===== src/rtl/gate_vec_pipe.sv =====
// Registered bitwise gate unit: eight gate functions on WIDTH-bit operands,
// returned through a valid/ready output stage with a 2-entry skid buffer.
// Optional result parity output s_par is enabled by defining GATE_VEC_PIPE_PARITY_EN.
module gate_vec_pipe #(
    parameter int WIDTH = 8,
    parameter int OPW   = 3
) (
    input  logic             clk,
    input  logic             rst_n,
    input  logic [WIDTH-1:0] e1,
    input  logic [WIDTH-1:0] e2,
    input  logic [OPW-1:0]   op,
    input  logic             in_valid,
    output logic             in_ready,
    output logic [WIDTH-1:0] s,
    output logic             s_valid,
    input  logic             s_ready
`ifdef GATE_VEC_PIPE_PARITY_EN
    ,
    output logic             s_par
`endif
);

    generate
        if (OPW != 3) begin : g_opw_check
            $error("gate_vec_pipe: OPW must be 3");
        end
    endgenerate

    logic [WIDTH-1:0] result;
    logic             accept;
    logic             main_free;

    logic             main_valid_q, main_valid_d;
    logic             skid_valid_q, skid_valid_d;
    logic [WIDTH-1:0] main_data_q, main_data_d;
    logic [WIDTH-1:0] skid_data_q, skid_data_d;
`ifdef GATE_VEC_PIPE_PARITY_EN
    logic             main_par_q, main_par_d;
    logic             skid_par_q, skid_par_d;
`endif

    always_comb begin
        result = e1;
        case (op)
            3'd0:    result = e1;
            3'd1:    result = ~e1;
            3'd2:    result = e1 & e2;
            3'd3:    result = e1 | e2;
            3'd4:    result = e1 ^ e2;
            3'd5:    result = ~(e1 ^ e2);
            3'd6:    result = ~(e1 & e2);
            3'd7:    result = ~(e1 | e2);
            default: result = e1;
        endcase
    end

    // A full skid always drains into main first, so accepts only ever land
    // in skid when main is stalled.
    assign accept    = in_valid & ~skid_valid_q;
    assign main_free = ~main_valid_q | s_ready;

    always_comb begin
        main_valid_d = main_valid_q;
        skid_valid_d = skid_valid_q;
        main_data_d  = main_data_q;
        skid_data_d  = skid_data_q;
`ifdef GATE_VEC_PIPE_PARITY_EN
        main_par_d   = main_par_q;
        skid_par_d   = skid_par_q;
`endif
        if (main_free) begin
            if (skid_valid_q) begin
                main_valid_d = 1'b1;
                main_data_d  = skid_data_q;
                skid_valid_d = 1'b0;
`ifdef GATE_VEC_PIPE_PARITY_EN
                main_par_d   = skid_par_q;
`endif
            end else if (accept) begin
                main_valid_d = 1'b1;
                main_data_d  = result;
`ifdef GATE_VEC_PIPE_PARITY_EN
                main_par_d   = ^result;
`endif
            end else begin
                main_valid_d = 1'b0;
            end
        end else if (accept) begin
            skid_valid_d = 1'b1;
            skid_data_d  = result;
`ifdef GATE_VEC_PIPE_PARITY_EN
            skid_par_d   = ^result;
`endif
        end
    end

    always_ff @(posedge clk or negedge rst_n) begin
        if (!rst_n) begin
            main_valid_q <= 1'b0;
            skid_valid_q <= 1'b0;
            main_data_q  <= '0;
            skid_data_q  <= '0;
`ifdef GATE_VEC_PIPE_PARITY_EN
            main_par_q   <= 1'b0;
            skid_par_q   <= 1'b0;
`endif
        end else begin
            main_valid_q <= main_valid_d;
            skid_valid_q <= skid_valid_d;
            main_data_q  <= main_data_d;
            skid_data_q  <= skid_data_d;
`ifdef GATE_VEC_PIPE_PARITY_EN
            main_par_q   <= main_par_d;
            skid_par_q   <= skid_par_d;
`endif
        end
    end

    assign in_ready = ~skid_valid_q;
    assign s        = main_data_q;
    assign s_valid  = main_valid_q;
`ifdef GATE_VEC_PIPE_PARITY_EN
    assign s_par    = main_par_q;
`endif

endmodule


===== config.mk =====
export PLATFORM = sky130hd
export DESIGN_NAME = gate_vec_pipe
export DESIGN_NICKNAME = d
export VERILOG_FILES = /design/src/rtl/gate_vec_pipe.sv
export SDC_FILE = /design/constraint.sdc
export NUM_CORES = 1
export LEC_CHECK = 0
export CAP_MARGIN = 40
export CORE_MARGIN = 2
export CORE_UTILIZATION = 54
export CTS_BUF_LIST = sky130_fd_sc_hd__clkbuf_16
export DETAILED_ROUTE_END_ITERATION = 8
export PLACE_DENSITY = 0.9
export SETUP_SLACK_MARGIN = 0.3
export SLEW_MARGIN = 20
export SYNTH_ARGS = -nofsm -noshare
export SYNTH_HDL_FRONTEND = slang
export SYNTH_SLANG_ARGS = --single-unit

===== constraint.sdc =====
create_clock -name clk -period 2.6 [get_ports clk]
set_input_delay 0.52 -clock clk [delete_from_list [all_inputs] [get_ports clk]]
set_output_delay 0.52 -clock clk [all_outputs]
set_load 0.01 [all_outputs]

== Word level (Yosys, flattened, before mapping) ==
Cells that the tools add are included.
W data, S select, Z words.

* Bits in registers: 18
* Memories kept: 0
* Input port bits: 23
* Output and inout port bits: 10
* Memory bits (read-only): 0
* Bits in latches: 0
* Logic and storage cells: 35
* Bits in writable memories: 0

* Divide/modulo/power cells: 0
* $mul: 0
* Magnitude comparators: 0
* Bitwise operators: 12
* Mux-type cells: 7
* Reduce and logical (&&, ||, !) cells: 5
* Equal/unequal tests: 7
* Add/subtract/negate cells: 0
* Shifts and indexed selects: 0

{| class="wikitable"
|+ Operators by type and width
! operator !! count
|-
| $pmux W8 S8 || 1
|-
| $not A8 Y8 || 4
|-
| $mux W8 || 2
|-
| $eq A3 B3 Y1 const B || 4
|-
| $and A8 B8 Y8 || 1
|-
| $or A8 B8 Y8 || 1
|-
| $xor A8 B8 Y8 || 1
|-
| $eq A3 B2 Y1 const B || 2
|-
| $mux W1 || 4
|-
| $reduce_and A2 Y1 || 2
|-
| $reduce_bool A2 Y1 || 2
|-
| $eq A3 B1 Y1 const B || 1
|-
| $logic_not A3 Y1 || 1
|-
| $not A1 Y1 || 3
|-
| $and A1 B1 Y1 || 1
|-
| $or A1 B1 Y1 || 1
|}

== Depth between registers and ports, before layout ==
Gate-level depths: netlist of run 1.

* Word-level depth: 5
* Depth in mapped cells: 8
* Gate-level depth less buffers: 7

== Worst setup path after synthesis of run 1 ==
OpenSTA, ideal clock, no wires.

* Path type: input-to-reg
* Start point: input e1[5]
* End point: register main_data_q[5], in the netlist s[5]
* Buffers on the path: 0
* Arrival: 1.650 ns
* Library setup time: 0.125 ns
* Stages on the path: 7
* Data required time: 2.475 ns
* Setup slack: 0.825 ns
* Cell sequence: inv_1 -> ha_1 -> nor2b_1 -> and2_1 -> o32a_2 -> nor2_2 -> o21ai_2

* Word-level cells in the longest chain between the ends: 5
* Elaborated cells on any way between the ends: 10
* Those cells by class: mux (3); bitwise (7)

{| class="wikitable"
|+ RTL lines
! item !! line !! source
|-
| start, declared || 10 || <nowiki>input logic [WIDTH-1:0] e1,</nowiki>
|-
| $or A8 B8 Y8 (tied with other cells) || 49, 53 ||
|-
| $not A8 Y8, on equally long branches || 53, 51, 52 ||
|-
| $pmux W8 S8 * || 45 || <nowiki>case (op)</nowiki>
|-
| $mux W8 * || 80 || <nowiki>end else if (accept) begin</nowiki>
|-
| $mux W8 * || 73 || <nowiki>if (skid_valid_q) begin</nowiki>
|-
| end signal, assigned || 111 || <nowiki>main_data_q <= main_data_d;</nowiki>
|-
| end, declared || 36 || <nowiki>logic [WIDTH-1:0] main_data_q, main_data_d;</nowiki>
|}

Every way passes the cells marked *; elsewhere a longest branch is shown, timed or not. The select of a mux whose other input is x is not followed.
A chain may end at the register's enable or synchronous reset.

== Final worst setup path of run 1 ==
Same ends and word-level chain as after synthesis.

==> results.md, run 1 <==
- Maximum fanout along the worst path: 4
- Arrival time at the worst endpoint: between 2000 and 2500 ps
- Worst Setup Start Kind: primary input
- Final Hold Fails: 0
- Placeable Area: between 0.002 and 0.003 mm²
- Status: finished clean
- Worst Clk Skew: 1.37 ps
- Post-CTS Hold Buffers: 0
- Warnings from Yosys: 0
- Seq/Total Area, Yosys: 30.9%
- Antenna fix cells: 0
- Initial Utilization: 57.7%
- Initial antenna violation count: 0
- Cell Area, Placed: between 0.0015 and 0.002 mm²
- Synth Register Bits: 18
- Fill cell count: between 200 and 250
- Crit-path max cell delay: 540 ps
- Worst R2R Path Depth: 3
- CTS H-tree lvls: 1
- CP endpoint kind: register
- Max-cap violations: 0
- Unique masters post-synth: 35
- Min cycle time layout: around 2200 ps
- Post-Layout Cell Count: 240
- Worst path depth: 8
- Max IR drop VDD: between 0.4 and 0.5 mV
- Worst slack, placed: about 150 ps
- Area growth from synthesis to layout: 27.5%
- CTS tree: done
- Design Area, Final: 0.00186 mm²
- Delay-heaviest family, CP: buffers and inverters
- Dpl hpwl: between 2000 and 3000 µm
- Leak: 0.877 nW
- Mapped Area: about 0.0015 mm²
- Tot Pwr: a little over 1 mW
- PwrDens: ~540 mW/mm²
- FP Rows: 18
- Nets: approximately 250
- FF+latch area: approximately 450 µm²
- DR vias: 1436
- Horiz. Die Dim: about 56 µm
- Setup_tns: 0 ps
- Critical Path RT: about 2700 ps
- Sink Count: 18
- DIE AREA: ~0.0031 mm²
- Peak Freq: about 460 MHz
- Tot GR Track Use: a little under a quarter
- CTS Buf Count: 3
- Drt via density: 5.98
- Grt ovf: 0
- First-pass GRT wire length: around 6000 µm
- Critical path, cell by cell: clkdlybuf4s50_1, inv_1, ha_1, nor2b_1, and2_1, o32a_2, nor2_2, o21ai_2
- RSZ-0062 raised after global routing: false
- Hold path depth: 2
- Syn_nets: between 200 and 250
- I/O pins: 33
- Footprint of the multi-input gates: slightly below 900 µm²
- Share of layout cells above drive strength 1: around 5.7%
- Largest net degree at the start of global routing: 19
- Vias in the first global route: between 1000 and 1500
- # setup viols final: 0
- CP Class: in -> reg
- Port-buffer cells: 32
- Pre-antenna DRT Iters: 4
- Worst-Margin Slew: just over 600 ps
- Root Buffer Master: clkbuf_16
- Slew headroom: between 50% and 60%
- CP max-delay cell: clkdlybuf4s50_1
- Total setup buffers inserted after CTS: 0
- Max-slew violations: 0
- Gate Count Post-Synth: 180
- Resized cells post-CTS: 0
- Routed wire per std cell: about 14 µm
- Gpl congestion: roughly 0.86
- Syn Area/Cell: about 8.1 µm²
- Bufs on Longest Clock Path: 2
- Worst-skew pair later-pin latency: about 250 ps
- Final worst setup slack: between 400 and 500 ps
- Post-route ant nets: 0
- Post-placement cell count: approximately 240
- Hold WC Path Type: reg -> reg
- Final period utilization: a little over four fifths
- Post-route DRC violation count: 0
- Buf+Inv Stages, Crit Path: 2
- Final wirelength: between 3000 and 4000 µm
- DIE HEIGHT: 55.9 µm
- Worst-path clk slew: about 50 ps
- DRT iter0 DRCs: 63
-- cell families (layout without fill, tap and decap cells) --
logic type	count (synthesis)	after routing	share of synthesized area [%]
XOR/XNOR	2	2	1.20
AO/OA/AOI/OAI	65	65	28.5
adder cells (fa/ha/maj)	16	16	13.7
multiplexers	1	1	0.687
buffers and inverters	27	57	9.19
AND/OR/NAND/NOR	51	51	15.7
flip-flops	18	18	30.9
-- registers in the layout, summed over array words and instances, names as in the netlist --
| signal | cells |
|---|---|
| s | 8 |
| skid_data_q | 8 |
| skid_valid_q | 1 |
| s_valid | 1 |
-- Yosys cell counts (all sizes together) --
master	instances	area, µm²
a31oi	1	6.26
and2	4	25.0
ha	16	200
nand3	1	5.00
mux2i	1	10.0
nand2	17	63.8
nand2b	3	18.8
nor3	1	5.00
inv	18	67.6
o32ai	2	17.5
nor2	20	77.6
o21ai	18	97.6
or3	1	6.26
nor2b	2	12.5
clkbuf	2	7.51
o31ai	7	52.6
nand3b	1	7.51
o22ai	7	43.8
xnor2	2	17.5
nor3b	1	7.51
dfrtp	18	450
o31a	1	8.76
a21oi	13	65.1
o32a	1	11.3
a22oi	8	60.1
a21o	5	37.5
a211oi	2	15.0
buf	7	58.8
-- area by class of cell --
class | instances | share of cell area, %
Tap cell | 30 | 2.02
Sequential cell | 18 | 24.3
Timing Repair Buffer | 36 | 19.1
Clock buffer | 3 | 4.04
Inverter | 18 | 3.64
Multi-Input combinational cell | 135 | 47.0
-- path summary, 6_finish.rpt --
kind,start,to,slack [ps]
max in group asynchronous,rst_n,skid_data_q[4],1610
hold / removal,skid_data_q[5],skid_data_q[5],480
hold reg to reg,skid_data_q[5],skid_data_q[5],480
setup / recovery,e1[5],s[5],410
min in group asynchronous,rst_n,s[5],570
setup reg to reg,s_valid,skid_data_q[1],1110
-- tightest hold or removal path: cells and delay by family (launching register included) --
kind | cells | cell delay, ps
AOI/OAI and AO/OA | 1 | 50
DFF | 1 | 340
and+or+nand+nor | 1 | 60
-- through the flow --
stage | util (%) | hold slack, ps
after detailed placement | 70.2 | 470
final | 73.6 | 482
after global placement | 70.2 | 460
after floorplan | - | 224
after CTS | 73.2 | 482
after global routing | 73.6 | 506
-- metal layers --
layer	wire, µm	up-vias	GRT usage (%)
li1	-	693	-
met1	1400	680	28.1
met2	1830	60	43.9
met3	215	3	3.02
met4	27	0	5.10
met5	0	-	0
-- cells in the final DEF (no fill, tap or decap), drive strengths merged, types with 7 or more instances in the layout --
master	netlist	routed
dfrtp	18	18
ha	16	16
a21oi	13	13
a22oi	8	8
o21ai	18	18
nor2	20	20
clkdlybuf4s50	0	32
nand2	17	17
o31ai	7	7
inv	18	18
o22ai	7	7
-- power by group --
part	total (mW)	leakage, nW	internal (mW)	switching, mW
Sequential	0.380	0.224	0.343	0.0368
Combinational	0.333	0.616	0.169	0.164
Clock	0.298	0.0370	0.202	0.0955
(Power assumes the default switching activity.)
==> inputs of run 2 (changes only) <==
CORE_UTILIZATION = 50   (was 54)
PLACE_DENSITY = 0.85   (was 0.9)
clock period = 2.3 ns   (was 2.6 ns; I/O delays follow)
==> run 2 against run 1 <==
Net effect: via count down 1.6%; core utilization down 3.0 points; combinational power up 18%; register-to-register slack worse by 160 ps; global-route usage down 0.53 points; critical endpoint unchanged; first-iteration DRC count down 21%; power up 15%; cell count up 2.9%.
==> results.md, run 2 (synthesis gave the netlist of run 1 again) <==
- Drt via density: 5.72 (-4.4%)
- Placeable Area: 0.00276 mm² (+9.3%)
- Gpl congestion: 0.863 (+0.50%)
- Hold WC Path Type: in -> async
- Fill cell count: 208 (+2.0%)
- Initial antenna violation count: 0 (unchanged)
- Worst-path clk slew: 50 ps (about the same)
- Worst-skew pair later-pin latency: 250 ps (about the same)
- Peak Freq: roughly 500 MHz
- Sink Count: 18 (unchanged)
- First-pass GRT wire length: 5930 µm (+0.24%)
- FF+latch area: 450 µm² (unchanged)
- Maximum fanout along the worst path: 2 (-2)
- DIE HEIGHT: 58.0 µm (+3.6%)
- Post-CTS Hold Buffers: 0 (unchanged)
- Tot GR Track Use: 22.8% (-0.53 points)
- CP endpoint kind: register
- DRT iter0 DRCs: 50 (-21%)
- Post-route ant nets: 0 (unchanged)
- Max-cap violations: 0 (unchanged)
- CTS H-tree lvls: 1 (unchanged)
- Final worst setup slack: 329 ps (-76.7 ps)
- Horiz. Die Dim: 58.0 µm (+3.6%)
- Bufs on Longest Clock Path: 2 (unchanged)
- Commonest non-fill, non-tap cells in the layout: 29 x clkdlybuf4s50_1, 19 x nor2_1, 18 x dfrtp_1
- Final Hold Fails: 0 (unchanged)
- Min cycle time layout: a little under 2000 ps
- Worst-Margin Slew: 650 ps (+44.7 ps)
- Pre-antenna DRT Iters: 4 (unchanged)
- CTS Buf Count: 3 (unchanged)
- Routed wire per std cell: 13.7 µm (-5.1%)
- Arrival time at the worst endpoint: 2100 ps (-220 ps)
- CTS tree: done
- Area growth from synthesis to layout: 33.8%
- Vias in the first global route: 1342 (-2.5%)
- RSZ-0062 raised after global routing: true
- Final wirelength: 3400 µm (-2.3%)
- DR vias: 1413 (-1.6%)
- RR Endpoint: s[4]
- I/O pins: 33 (unchanged)
- Status: finished clean
- Footprint of the multi-input gates: 910 µm² (+4.3%)
- Root Buffer Master: clkbuf_16
- Slew headroom: 56.4% (-3.0 points)
- Dpl hpwl: 2670 µm (+2.2%)
- Worst Clk Skew: 3.22 ps (+1.85 ps)
- Post-Layout Cell Count: 247 (+2.9%)
- Grt ovf: 0 (unchanged)
- Setup_tns: 0 ps (unchanged)
- Initial Utilization: 52.8% (-4.9 points)
- Share of layout cells above drive strength 1: 10.6% (+4.9 points)
- Commonest non-fill, non-tap cell in the layout: clkdlybuf4s50_1
- Largest net degree at the start of global routing: 19 (unchanged)
- Antenna fix cells: 0 (unchanged)
- Critical Path RT: 2430 ps (-300 ps)
- Register-to-register path setup slack: 950 ps (-160 ps)
- Leak: 0.946 nW (+7.8%)
- Post-route DRC violation count: 0 (unchanged)
- Crit Reg-Reg Startpoint: s_valid
- Nets: 257 (+2.4%)
- DIE AREA: 0.00336 mm² (+7.4%)
- Max-slew violations: 0 (unchanged)
- Worst slack, placed: 13.8 ps (-140 ps)
- # setup viols final: 0 (unchanged)
- Port-buffer cells: 32 (unchanged)
- Post-placement cell count: 243 (+3.0%)
- Final period utilization: 85.7%
- Max IR drop VDD: 0.549 mV (+34%)
- FP Rows: 19 (+1)
- PwrDens: 597 mW/mm² (+9.7%)
- CP Class: in -> reg
- Worst R2R Path Depth: 4 (+1)
- Worst Setup Start Kind: primary input
run 2: how the worst max path moves through the flow:
stage / endpoint / depth (start not counted) / from / slack, ps
floorplan: s[5] / 7 / e1[5] / 580
global placement: s[5] / 8 / e1[5] / 50
detailed placement: s[5] / 8 / e1[5] / 10
CTS: s[5] / 8 / e1[5] / 320
global route: s[4] / 8 / e1[4] / 260
finish: s[5] / 8 / e2[5] / 330
run 2: routing by layer:
layer	wire length (µm)	GRT usage, %	up-vias
met1	1470	27.2	653
met5	0	0	-
met2	1700	40.4	46
li1	-	-	707
met4	67	11.3	0
met3	161	2.46	7
run 2: what timing repair did:
action,CTS,global route
setup buffers,0,0
endpoints found under the setup margin,1,15
cloned,0,0
gates resized for setup,1,9
pin swaps,1,3
run 2: worst max-delay path, stage by stage:
cell             delay (ps)
clkdlybuf4s50_1         480
inv_1                    40
ha_1                    260
nor2b_2                 160
and2_4                  150
o32a_4                  350
nor2_4                  130
o21ai_2                  70
run 2: power breakdown:
group	internal [mW]	switching [mW]	leakage, nW
Sequential	0.387	0.0412	0.224
Combinational	0.204	0.189	0.685
Clock	0.229	0.113	0.0370
Total	0.820	0.342	0.946
run 2: through the flow:
step	cell area [µm²]	hold slack (ps)	utilization (%)	power, mW
after CTS	1900	489	68.8	1.16
after global routing	1950	405	70.6	1.24
after global placement	1820	462	65.9	0.787
after floorplan	1460	164	-	0.633
final	1950	397	70.6	1.16
after detailed placement	1820	477	65.9	0.812
run 2: layout make-up:
type                            count  share of cell area, %
Clock buffer                        3                   3.85
Inverter                           18                   3.47
Multi-Input combinational cell    135                   46.7
Sequential cell                    18                   23.1
Tap cell                           31                   1.99
Timing Repair Buffer               42                   20.9
==> inputs of run 3 (changes only) <==
TNS_END_PERCENT = 30   (was unset)
==> run 3 against run 2 <==
Net effect: non-clock buffer count unchanged; critical path type unchanged; count of clock-buffer cells in the layout is the same; clock power barely moved.
==> results.md, run 3 (synthesis gave the netlist of run 1 again) <==
- Status: finished clean
- Worst-Margin Slew: 644 ps (-6.70 ps)
- Post-Layout Cell Count: 247 (unchanged)
- Initial Utilization: 52.8% (unchanged)
- WL met3: 179 µm (+11%)
- Post-route DRC violation count: 0 (unchanged)
- Wl on met1: 1490 µm (+1.3%)
- FF+latch area: 450 µm² (unchanged)
- Internal power: 0.820 mW (about the same)
- Clock Power Share: 29.5% (about the same)
- Commonest non-fill, non-tap cells in the layout: 29 x clkdlybuf4s50_1, 19 x nor2_1, 18 x dfrtp_1
- Bufs on Longest Clock Path: 2 (unchanged)
- Max-cap violations: 0 (unchanged)
- Placeable Area: 0.00276 mm² (unchanged)
- Footprint of the multi-input gates: 906 µm² (-0.41%)
- Sink Count: 18 (unchanged)
- RR Endpoint: s[4]
- Worst hold slack: 396 ps (-1.07 ps)
- Final period utilization: 86.1% (+0.40 points)
- Post-route ant nets: 0 (unchanged)
- Horiz. Die Dim: 58.0 µm (unchanged)
- Worst-skew pair later-pin latency: 250 ps (about the same)
- Final Hold Fails: 0 (unchanged)
- Port-buffer cells: 32 (unchanged)
- CP endpoint kind: register
- Arrival time at the worst endpoint: 2110 ps (about the same)
- Total setup buffers inserted after CTS: 0 (unchanged)
- Peak Freq: 505 MHz (-0.46%)
- Worst Setup Start Kind: primary input
- DRT iter0 DRCs: 49 (-2.0%)
- CTS H-tree lvls: 1 (unchanged)
- CP Class: in -> reg
- Hold WC Path Type: in -> async
- DIE AREA: 0.00336 mm² (unchanged)
- Slew headroom: 56.8% (+0.45 points)
- Max IR drop VDD: 0.546 mV (-0.46%)
- Crit Reg-Reg Startpoint: s_valid
- Setup_tns: 0 ps (unchanged)
- Worst R2R Path Depth: 4 (unchanged)
- Worst-path clk slew: 50 ps (about the same)
- # setup viols final: 0 (unchanged)
- DR WL met2: 1740 µm (+2.7%)
- Gpl congestion: 0.863 (unchanged)
- PwrDens: 599 mW/mm² (+0.39%)
- CTS Buf Count: 3 (unchanged)
- Leak: 0.946 nW (about the same)
- Commonest non-fill, non-tap cell in the layout: clkdlybuf4s50_1
- Crit path from: e2[5]
- Min cycle time layout: 1980 ps (+9.12 ps)
- Worst Clk Skew: 2.55 ps (-0.669 ps)
- RSZ-0062 raised after global routing: true
- Vias in the first global route: 1342 (unchanged)
- Grt ovf: 0 (unchanged)
- Pre-antenna DRT Iters: 4 (unchanged)
- Flop pwr share: 36.8% (about the same)
- Sw power: 0.345 mW (+0.68%)
- Register-to-register path setup slack: 950 ps (about the same)
- Share of layout cells above drive strength 1: 10.2% (-0.46 points)
- Critical Path RT: 2430 ps (about the same)
- FP Rows: 19 (unchanged)
- Nets: 257 (unchanged)
- Root Buffer Master: clkbuf_16
- Antenna fix cells: 0 (unchanged)
- Final wirelength: 3510 µm (+3.5%)
- Design Area, Final: 0.00194 mm² (-0.19%)
- Largest net degree at the start of global routing: 19 (unchanged)
- Maximum fanout along the worst path: 2 (unchanged)
- Top Layer Used: met4
- Area growth from synthesis to layout: 33.5%
- Tot Pwr: 1.16 mW (+0.20%)
- Max-slew violations: 0 (unchanged)
- I/O pins: 33 (unchanged)
- DR vias: 1427 (+0.99%)
- Post-placement cell count: 243 (unchanged)
- Switching part of the total: 29.6% (+0.14 points)
- Fill cell count: 211 (+1.4%)
- Combinational power share: 33.8% (about the same)
- Cell Area, Placed: 0.00182 mm² (unchanged)
- Dpl hpwl: 2670 µm (unchanged)
- Initial antenna violation count: 0 (unchanged)
- DIE HEIGHT: 58.0 µm (unchanged)
- First-pass GRT wire length: 5930 µm (unchanged)
- Drt via density: 5.78 (+0.99%)
- Tot GR Track Use: 22.8% (unchanged)
- Routed wire per std cell: 14.2 µm (+3.5%)
- CTS tree: done
==> run 3: metrics by stage <==
step	utilization, %	worst slack [ps]
2_1_floorplan	-	585
3_3_place_gp	65.9	48.3
3_5_place_dp	65.9	13.8
4_1_cts	68.8	319
5_1_grt	70.5	260
6_report	70.5	320
==> run 3: metal layers <==
layer  GRT usage (%)  up-vias
met2            40.4       52
met3            2.46        9
li1                -      706
met5               0        -
met1            27.2      660
met4            11.3        0
==> run 3: worst max path at each step <==
stage / slack, ps / to
floorplan: 580 / s[5]
global placement: 50 / s[5]
detailed placement: 10 / s[5]
CTS: 320 / s[5]
global route: 260 / s[4]
finish: 320 / s[5]
==> run 3: cell type report <==
cell class	instances	area share, %
Multi-Input combinational cell	135	46.6
Sequential cell	18	23.2
Timing Repair Buffer	42	20.9
Clock buffer	3	3.86
Inverter	18	3.47
Tap cell	31	1.99
==> run 3: power by group through the flow <==
stage	logic [mW]	registers, mW	clock network, mW
after floorplan	0.193	0.440	0
after global placement	0.360	0.427	0
after detailed placement	0.379	0.432	0
after CTS	0.383	0.428	0.353
after global routing	0.435	0.439	0.366
final	0.393	0.428	0.343
==> run 3: worst max-delay path, cell delays in order <==
cell,delay [ps]
clkdlybuf4s50_1,470
inv_1,40
ha_1,270
nor2b_2,170
and2_4,150
o32a_4,360
nor2_4,130
o21ai_2,60
==> run 3: repair_timing <==
| action | 4_1_cts | 5_1_grt |
|---|---|---|
| pin swaps | 1 | 3 |
| hold buffers | 0 | 0 |
| setup endpoints to repair | 1 | 15 |
| gates resized for setup | 1 | 8 |
| endpoints found under the hold margin | 0 | 0 |
